[config.mk]
export PLATFORM = sky130hd
export DESIGN_NAME = axis_pkt_fifo
export DESIGN_NICKNAME = d
export VERILOG_FILES = /design/src/rtl/axis_if_pkg.sv /design/src/rtl/axis_fifo_ram.sv /design/src/rtl/axis_pkt_fifo.sv
export SDC_FILE = /design/constraint.sdc
export NUM_CORES = 1
export LEC_CHECK = 0
export BUFFER_PORTS_ARGS = -buffer_cell sky130_fd_sc_hd__clkbuf_2
export CORE_MARGIN = 1.5
export CORE_UTILIZATION = 45
export DETAILED_ROUTE_END_ITERATION = 8
export HOLD_SLACK_MARGIN = 0.05
export PLACE_DENSITY_LB_ADDON = 0.2
export SYNTH_ARGS = -nofsm -noshare
export SYNTH_HDL_FRONTEND = slang
export SYNTH_HIERARCHICAL = 1
export SYNTH_SLANG_ARGS = --single-unit
[constraint.sdc]
create_clock -name clk -period 7.7 [get_ports clk]
set_clock_uncertainty 0.2 [all_clocks]
set_input_delay 0.385 -clock clk [delete_from_list [all_inputs] [get_ports clk]]
set_output_delay 0.385 -clock clk [all_outputs]
set_load 0.005 [all_outputs]
[src/rtl/axis_if_pkg.sv]
// Shared AXI-Stream width defaults and FIFO helper types.
package axis_if_pkg;

    localparam int unsigned AXIS_DATA_WIDTH = 32;
    localparam int unsigned AXIS_ID_WIDTH   = 8;
    localparam int unsigned AXIS_DEST_WIDTH = 4;
    localparam int unsigned AXIS_USER_WIDTH = 4;

    typedef enum logic {
        IDLE = 1'b0,
        DROP = 1'b1
    } fifo_state_t;

    // Index width of a FIFO with the given number of entries.
    function automatic int unsigned fifo_aw(input int unsigned depth);
        return $clog2(depth);
    endfunction

endpackage

[src/rtl/axis_fifo_ram.sv]
// Simple dual-port storage: synchronous write, asynchronous read.
module axis_fifo_ram #(
    parameter int unsigned WIDTH = 8,
    parameter int unsigned AW    = 4
) (
    input  logic             clk,
    input  logic             i_we,
    input  logic [AW-1:0]    i_waddr,
    input  logic [WIDTH-1:0] i_wdata,
    input  logic [AW-1:0]    i_raddr,
    output logic [WIDTH-1:0] o_rdata
);

    logic [WIDTH-1:0] r_mem [0:(1<<AW)-1];

    // Entry write on an accepted upstream beat.
    always_ff @(posedge clk) begin
        if (i_we) begin
            r_mem[i_waddr] <= i_wdata;
        end
    end

    assign o_rdata = r_mem[i_raddr];

endmodule

[src/rtl/axis_pkt_fifo.sv]
// AXI-Stream FIFO with optional store-and-forward and oversize-frame drop.
module axis_pkt_fifo
    import axis_if_pkg::*;
#(
    parameter int unsigned DATA_WIDTH    = AXIS_DATA_WIDTH,
    parameter int unsigned ID_WIDTH      = AXIS_ID_WIDTH,
    parameter int unsigned DEST_WIDTH    = AXIS_DEST_WIDTH,
    parameter int unsigned USER_WIDTH    = AXIS_USER_WIDTH,
    parameter int unsigned DEPTH         = 16,
    parameter int unsigned PACKET_MODE   = 0,
    parameter int unsigned DROP_OVERSIZE = 1
) (
    input  logic                        clk,
    input  logic                        rst,
    input  logic [DATA_WIDTH-1:0]       s_data,
    input  logic [DATA_WIDTH/8-1:0]     s_keep,
    input  logic                        s_valid,
    output logic                        s_ready,
    input  logic                        s_last,
    input  logic [ID_WIDTH-1:0]         s_id,
    input  logic [DEST_WIDTH-1:0]       s_dest,
    input  logic [USER_WIDTH-1:0]       s_user,
    output logic [DATA_WIDTH-1:0]       m_data,
    output logic [DATA_WIDTH/8-1:0]     m_keep,
    output logic                        m_valid,
    input  logic                        m_ready,
    output logic                        m_last,
    output logic [ID_WIDTH-1:0]         m_id,
    output logic [DEST_WIDTH-1:0]       m_dest,
    output logic [USER_WIDTH-1:0]       m_user,
    output logic [fifo_aw(DEPTH):0]     occupancy,
    output logic                        overflow,
    output logic                        good_frame
);

    localparam int unsigned AW = fifo_aw(DEPTH);
    localparam int unsigned KW = DATA_WIDTH / 8;
    localparam int unsigned EW = DATA_WIDTH + KW + 1 + ID_WIDTH + DEST_WIDTH + USER_WIDTH;
    localparam logic [AW:0] PTR_INC = {{AW{1'b0}}, 1'b1};

    logic [AW:0]  r_wr_ptr;
    logic [AW:0]  r_rd_ptr;
    logic [AW:0]  r_cmt_ptr;
    logic         r_active;
    fifo_state_t  r_state;
    fifo_state_t  w_state_nxt;

    logic         w_full;
    logic         w_empty;
    logic         w_wr;
    logic         w_rd;
    logic         w_drop_enter;
    logic         w_s_ready;
    logic         w_m_valid;
    logic         w_overflow;
    logic [EW-1:0] w_wdata;
    logic [EW-1:0] w_rdata;

    assign w_full  = (r_wr_ptr == {~r_rd_ptr[AW], r_rd_ptr[AW-1:0]});
    assign w_empty = (r_wr_ptr == r_rd_ptr);

    assign w_m_valid = (PACKET_MODE != 0) ? (r_rd_ptr != r_cmt_ptr) : !w_empty;
    assign w_wr      = s_valid && w_s_ready && (r_state == IDLE);
    assign w_rd      = w_m_valid && m_ready;

    // Next state, upstream ready and drop pulse; only the packet-mode path can leave IDLE.
    always_comb begin
        w_state_nxt  = r_state;
        w_drop_enter = 1'b0;
        w_overflow   = 1'b0;
        w_s_ready    = 1'b0;
        case (r_state)
            IDLE: begin
                w_s_ready = r_active && !w_full;
                if ((PACKET_MODE != 0) && (DROP_OVERSIZE != 0) && w_full &&
                    (r_cmt_ptr == r_rd_ptr) && (r_wr_ptr != r_cmt_ptr)) begin
                    w_state_nxt  = DROP;
                    w_drop_enter = 1'b1;
                end
            end
            DROP: begin
                w_s_ready = r_active;
                if (s_valid && s_last) begin
                    w_overflow  = 1'b1;
                    w_state_nxt = IDLE;
                end
            end
            default: w_state_nxt = IDLE;
        endcase
    end

    // State register.
    always_ff @(posedge clk) begin
        if (rst) begin
            r_state <= IDLE;
        end else begin
            r_state <= w_state_nxt;
        end
    end

    // Pointer update; entering DROP discards the partial frame by rewinding to the commit point.
    always_ff @(posedge clk) begin
        if (rst) begin
            r_wr_ptr  <= '0;
            r_rd_ptr  <= '0;
            r_cmt_ptr <= '0;
            r_active  <= 1'b0;
        end else begin
            r_active <= 1'b1;
            if (w_drop_enter) begin
                r_wr_ptr <= r_cmt_ptr;
            end else if (w_wr) begin
                r_wr_ptr <= r_wr_ptr + PTR_INC;
            end
            if (w_rd) begin
                r_rd_ptr <= r_rd_ptr + PTR_INC;
            end
            if (w_wr && s_last) begin
                r_cmt_ptr <= r_wr_ptr + PTR_INC;
            end
        end
    end

    assign w_wdata = {s_data, s_keep, s_last, s_id, s_dest, s_user};

    axis_fifo_ram #(
        .WIDTH (EW),
        .AW    (AW)
    ) u_ram (
        .clk     (clk),
        .i_we    (w_wr),
        .i_waddr (r_wr_ptr[AW-1:0]),
        .i_wdata (w_wdata),
        .i_raddr (r_rd_ptr[AW-1:0]),
        .o_rdata (w_rdata)
    );

    assign {m_data, m_keep, m_last, m_id, m_dest, m_user} = w_rdata;

    assign s_ready    = w_s_ready;
    assign m_valid    = w_m_valid;
    assign occupancy  = r_wr_ptr - r_rd_ptr;
    assign overflow   = w_overflow;
    assign good_frame = (PACKET_MODE != 0) && w_wr && s_last;

endmodule

After elaboration in Yosys (flattened, before gate mapping)
Memories as Yosys holds them, arrays and structs flattened. A register that Yosys moved wholly into a read port is not among the register bits.
Cells that the tools add are included.
{"block": "totals", "n_memories": 1, "latch_bits": 0, "romBits": 0, "ff_bits": 12, "wordCells": 29, "ram_bits": 848}
{"memory": "u_ram.r_mem", "words": 16, "width": 53, "read_ports": 1, "rd_ports_with_merged_regs": 1, "wr": 1, "line": "axis_fifo_ram.sv:14", "source": "logic [WIDTH-1:0] r_mem [0:(1<<AW)-1];"}
{"block": "classes", "addsub": 3, "n_eq_ne": 2, "mul": 0, "shift": 0, "mux": 9, "div_mod_pow": 0, "magnitude_cmp": 0, "bitwise_logic": 2, "n_reduce_logical": 8}
{"operator": "adder 5 x 1 -> 5 bit (second input constant)", "count": 2}
{"operator": "== test 5 bit", "count": 2}
{"operator": "two-way mux 4 bit", "count": 2}
{"operator": "two-way mux 1 bit", "count": 6}
{"operator": "logical AND 1 bit", "count": 5}
{"operator": "subtractor 5 bit", "count": 1}
{"operator": "zero test 1 bit", "count": 2}
{"operator": "inverter 1 bit", "count": 2}
{"operator": "case mux 1 bit (2 select lines)", "count": 1}
{"operator": "OR reduction 2 bit", "count": 1}

Depth between registers and ports, before layout
{"block": "depth", "ltp_word": 9, "depth_mapped": 7, "mapped_depth_nobuf": 7}

Hierarchy
The synthesis kept the hierarchy.
{"module": "axis_fifo_ram", "cells_per_inst": 1317, "n_inst": 1, "area_per_inst_um2": 31750.5}
{"module": "axis_pkt_fifo", "cells_per_inst": 79, "n_inst": 1, "area_per_inst_um2": 710.7}

Worst setup path after synthesis
OpenSTA, ideal clock, no wires.
{"block": "synth_path", "kind": "reg-to-reg", "start": "register r_wr_ptr[0]", "end": "memory u_ram/r_mem[0][0] (netlist name) (enable)", "stages_incl_launch_ff": 8, "setup_time_ns": 0.529, "path_buffers": 0, "period_less_slack_ns": 6.161, "arrival_time_ns": 5.432, "required_ns": 6.971, "setup_slack_ns": 1.539, "path_cell_list": "dfxtp_1 -> inv_1 -> ha_1 -> nand4_1 -> o21ai_0 -> inv_1 -> or3b_2 -> nor3_1"}
{"block": "synth_between", "elab_chain_len": 8}
{"item": "start, declared", "line": "axis_pkt_fifo.sv:41", "source": "logic [AW:0] r_wr_ptr;"}
{"item": "start signal, assigned", "line": "axis_pkt_fifo.sv:111", "source": "r_wr_ptr <= r_cmt_ptr;"}
{"item": "start signal, assigned", "line": "axis_pkt_fifo.sv:113", "source": "r_wr_ptr <= r_wr_ptr + PTR_INC;"}
{"item": "== test 5 bit", "line": "axis_pkt_fifo.sv:59", "source": "assign w_full = (r_wr_ptr == {~r_rd_ptr[AW], r_rd_ptr[AW-1:0]});"}
{"item": "zero test 1 bit", "line": "axis_pkt_fifo.sv:74", "source": "w_s_ready = r_active && !w_full;"}
{"item": "logical AND 1 bit", "line": "axis_pkt_fifo.sv:74"}
{"item": "case mux 1 bit (2 select lines)", "line": "axis_pkt_fifo.sv:72", "source": "case (r_state)"}
{"item": "logical AND 1 bit (2 in series)", "line": "axis_pkt_fifo.sv:63", "source": "assign w_wr = s_valid && w_s_ready && (r_state == IDLE);"}
{"item": "named net w_wr", "line": "axis_pkt_fifo.sv:50", "source": "logic w_wr;"}
{"item": "two-way mux 1 bit", "line": "axis_fifo_ram.sv:18", "source": "if (i_we) begin"}
{"item": "two-way mux 1 bit (implied by the code)", "line": "axis_fifo_ram.sv:19", "source": "r_mem[i_waddr] <= i_wdata;"}
{"item": "end, declared", "line": "axis_fifo_ram.sv:14"}
The timed path passes the listed nets, and every way through them passes these cells.

==> metrics.txt <==
# TYPE chip_impl_metric gauge
chip_impl_info{name="run_status",value="finished clean"} 1
chip_impl_metric{name="routed_wl",unit="µm"} 70900
chip_impl_metric{name="synth_edf_count",unit=""} 848
chip_impl_metric{name="vias",unit=""} 15196
chip_impl_info{name="most_area_consuming_cells_after_synthesis",value="edfxtp_1 78%, mux4_2 15%, a22oi_1 2.5%, dfxtp_1 0.74%, nand2_1 0.67%"} 1
chip_impl_metric{name="antenna_violating_nets_post_route",unit=""} 0
chip_impl_metric{name="crit_arrival",unit="ns"} 4.27
chip_impl_metric{name="cts.sink_count",unit=""} 860
chip_impl_info{name="reg2reg_to",value="u_ram/r_mem[2][19]"} 1
chip_impl_info{name="ys.flop_type",value="edfxtp_1"} 1
chip_impl_metric{name="clkTransAtPathRegs",unit="ns"} 0.05
chip_impl_metric{name="seqCellArea",unit="µm²"} 25700
chip_impl_info{name="tritoncts",value="yes"} 1
chip_impl_info{name="grt_setup_unrepaired",value="no"} 1
chip_impl_metric{name="worst_pin_slew",unit="ns"} 1.33
chip_impl_metric{name="die-area",unit="µm²"} 73800
chip_impl_metric{name="globalRoute.totalOverflow",unit=""} 0
chip_impl_metric{name="htree_levels",unit=""} 3
chip_impl_metric{name="postSynthRegisterBits",unit=""} 860
chip_impl_info{name="synth_top_family_by_area",value="multiplexers"} 1
chip_impl_info{name="worstReg2RegStart",value="r_rd_ptr[0]"} 1
chip_impl_metric{name="cp_data_required_time",unit="ns"} 7.11
chip_impl_metric{name="final_hold_viol_count",unit=""} 0
chip_impl_metric{name="min_delay_path_depth",unit=""} 2
chip_impl_metric{name="gp_congestion",unit=""} 0.723
chip_impl_metric{name="dr.first_iter.drc_count",unit=""} 1213
chip_impl_metric{name="pin_count_of_the_biggest_net_entering_global_routing",unit=""} 112
chip_impl_metric{name="drt-pass1-iter-count",unit=""} 4
chip_impl_info{name="critical_path_class",value="reg2out"} 1
chip_impl_info{name="min-delay-start",value="r_rd_ptr[4]"} 1
chip_impl_metric{name="core_area",unit="µm²"} 71500
chip_impl_metric{name="period_share",unit=""} 0.630
chip_impl_info{name="worst_hold_path.endpoint",value="r_rd_ptr[4]"} 1
chip_impl_metric{name="post-route-worst-setup-slack",unit="ns"} 2.85
chip_impl_metric{name="area_delta_synth_final",unit="%"} 16.1
chip_impl_metric{name="crit_path_max_incr_delay",unit="ns"} 0.94
chip_impl_metric{name="post_synth.cell_area_avg",unit="µm²"} 23.3
chip_impl_metric{name="final.fill_count",unit=""} 5504
chip_impl_metric{name="rows",unit=""} 98
chip_impl_metric{name="synth.yosys.seq_area_share",unit=""} 0.792
chip_impl_metric{name="yosys-mux-area-fraction",unit=""} 0.147
chip_impl_metric{name="yosysWarnings",unit=""} 6
chip_impl_metric{name="synth-adder-area-share",unit=""} 0.00293
chip_impl_metric{name="worst_hold_slack",unit="ns"} 0.387
chip_impl_metric{name="netlist_area",unit="µm²"} 32500
chip_impl_metric{name="first_pass_grt_wire_length",unit="µm"} 106000
chip_impl_metric{name="worst_slew_margin_rel",unit=""} 0.114
chip_impl_metric{name="area_occupied_by_multi_input_gates",unit="µm²"} 6470
chip_impl_metric{name="worst-r2r-setup-slack",unit="ns"} 3.27
chip_impl_metric{name="number_of_buffers_on_the_longest_clock_path",unit=""} 3
chip_impl_info{name="worstPathCellList",value="buf_4 > buf_4 > mux4_2 > a22oi_1 > nand2_1 > clkbuf_2"} 1
chip_impl_metric{name="fmax",unit="GHz"} 0.206
chip_impl_info{name="synth.largest_area_cell",value="edfxtp_1"} 1
chip_impl_info{name="worst_setup_path_end_kind",value="output pin"} 1
chip_impl_metric{name="number_of_antenna_violations_at_the_first_check_in_global_routing",unit=""} 2
chip_impl_metric{name="synth_async_sr_flop_share",unit=""} 0
chip_impl_metric{name="tns",unit="ns"} 0
chip_impl_metric{name="final_critical_period",unit="ns"} 4.85
chip_impl_metric{name="power.static_leakage",unit="µW"} 0.0117
chip_impl_metric{name="maximum_resistive_drop_on_vdd",unit="V"} 0.000184
chip_impl_metric{name="top_level_i_o_count",unit=""} 119
chip_impl_metric{name="via_per_inst",unit=""} 5.75
chip_impl_metric{name="worst-r2r-cell-count",unit=""} 7
chip_impl_metric{name="synthXorXnorAreaFrac",unit=""} 0.00320
chip_impl_metric{name="number_of_diodes_added_for_antenna_fixing",unit=""} 0
chip_impl_metric{name="post_cts.resized_instances",unit=""} 0
chip_impl_metric{name="finalNetCount",unit=""} 1683
chip_impl_metric{name="final_non_filler_cells",unit=""} 2645
chip_impl_metric{name="dp_hpwl",unit="µm"} 34700
chip_impl_metric{name="setup-violations-final",unit=""} 0
chip_impl_metric{name="drc",unit=""} 0
chip_impl_metric{name="max_cap_violations",unit=""} 0
chip_impl_metric{name="synth_fp_nets",unit=""} 1460
chip_impl_metric{name="detailedPlace.worstSlack",unit="ns"} 3.17
chip_impl_metric{name="synthesis.instances",unit=""} 1396
chip_impl_metric{name="floorplan.initialDensity",unit=""} 0.454
chip_impl_metric{name="power_density",unit="nW/µm²"} 273
chip_impl_info{name="critical_path.startpoint_type",value="flip-flop"} 1
chip_impl_metric{name="total_count_of_max_transition_violations_in_the_final_report",unit=""} 0
chip_impl_info{name="worst_hold_path_type",value="reg2reg"} 1
chip_impl_metric{name="insertion_delay",unit="ns"} 0.65
chip_impl_metric{name="grt_pass1_vias",unit=""} 16327
chip_impl_metric{name="finalCoreUtilization",unit=""} 0.527
chip_impl_metric{name="dp.cells",unit=""} 2417
chip_impl_metric{name="synth_simple_gate_area_frac",unit=""} 0.0136
chip_impl_metric{name="complex_gate_fraction_of_the_synthesized_area",unit=""} 0.0278
chip_impl_metric{name="synth_top_cell_area_share",unit=""} 0.784
chip_impl_info{name="synthMostInstantiatedCell",value="edfxtp_1"} 1
chip_impl_info{name="synth_top_cells_by_count",value="848 x edfxtp_1, 212 x mux4_2, 106 x a22oi_1, 58 x nand2_1, 26 x clkbuf_1"} 1
chip_impl_metric{name="floorplan.die.height",unit="µm"} 272
chip_impl_info{name="clock_tree_root_driver_cell",value="clkbuf_16"} 1
chip_impl_metric{name="tritoncts.num_buffers",unit=""} 92
chip_impl_metric{name="grt.total_usage",unit=""} 0.196
chip_impl_metric{name="route.detailed.wl_per_inst",unit="µm"} 26.8
chip_impl_info{name="cp_common_cell",value="buf_4"} 1
chip_impl_metric{name="cp_max_fo",unit=""} 73
chip_impl_metric{name="drive_gt1_frac",unit=""} 0.299
chip_impl_metric{name="yosysUniqueCellTypes",unit=""} 38
chip_impl_metric{name="io_buffers",unit=""} 117
chip_impl_metric{name="dieWidth",unit="µm"} 272
chip_impl_info{name="slowest_stage",value="buf_4"} 1
sequential cells by signal, summed over array words and instances, names as in the netlist:
signal and count:
r_active 1, r_rd_ptr 5, r_state 1, r_wr_ptr 5
u_ram/r_mem 848
layout by cell type (no fill, tap or decap), drive strengths merged, types with 7 or more instances in the layout:
| cell type | Yosys | routed |
|---|---|---|
| dlygate4sd3 | 0 | 58 |
| clkbuf | 26 | 232 |
| inv | 8 | 14 |
| edfxtp | 848 | 848 |
| a22oi | 106 | 106 |
| mux4 | 212 | 212 |
| dfxtp | 12 | 12 |
| bufinv | 0 | 7 |
| clkinv | 0 | 39 |
| nand2 | 58 | 58 |
| nor2 | 21 | 21 |
| buf | 47 | 27 |
metrics by stage:
| step | power [µW] | area [µm²] |
|---|---|---|
| after floorplan | 5890 | 32500 |
| after global routing | 10600 | 37700 |
| final | 10300 | 37700 |
| after CTS | 10400 | 37700 |
| after global placement | 6130 | 34200 |
| after detailed placement | 6140 | 34200 |
metal layers:
metal	global-route usage	wire length [µm]	share of wire
met4	0.0564	1720	0.024
met1	0.267	30000	0.42
met2	0.329	35900	0.51
met3	0.0322	3280	0.046
met5	0	26	0.00037
final cells by class:
class | instances | share of cell area
sequential | 860 | 0.682
multi-input combinational | 455 | 0.172
clock buffer | 115 | 0.0634
timing repair buffer | 202 | 0.0367
tap | 950 | 0.0315
clock inverter | 55 | 0.0136
inverter | 8 | 0.000797
logic make-up (layout without fill, tap and decap cells):
logic type,Yosys count,count (layout)
other cells,1,1
buf+inv,81,380
simple gates,102,102
compound gates,121,121
fa+ha+maj,7,7
xor+xnor,11,11
mux,213,213
flops,860,860
worst max-delay path: cells and delay by family, from the launching register on:
family	cells	cell delay, ns
buf+inv	3	1.97
compound gates	1	0.29
flops	1	0.64
mux	1	0.41
simple gates	1	0.19
worst max-delay path by stage:
stage           startpoint                 end  slack, ns  cells past startpoint
6_report       r_rd_ptr[1]              m_last       2.85                      6
4_1_cts        r_rd_ptr[0]           m_data[0]       2.66                      6
3_3_place_gp   r_rd_ptr[0]  u_ram/r_mem[2][12]       3.28                      7
5_1_grt        r_rd_ptr[0]           m_data[8]       2.47                      6
2_1_floorplan  r_wr_ptr[0]   u_ram/r_mem[0][0]       1.54                      7
3_5_place_dp   r_rd_ptr[0]  u_ram/r_mem[2][14]       3.17                      7
power breakdown:
group | internal (µW) | total [µW] | switching [µW] | leakage [µW]
registers | 5170 | 5200 | 33.2 | 0.00774
logic | 427 | 837 | 410 | 0.00260
clock network | 2450 | 4230 | 1780 | 0.00141
what timing repair did:
item,4_1_cts,5_1_grt
hold buffers,58,0
endpoints found under the setup margin,0,0
endpoints found under the hold margin,860,0
buffers inserted,0,0
(Power assumes the default switching activity.)
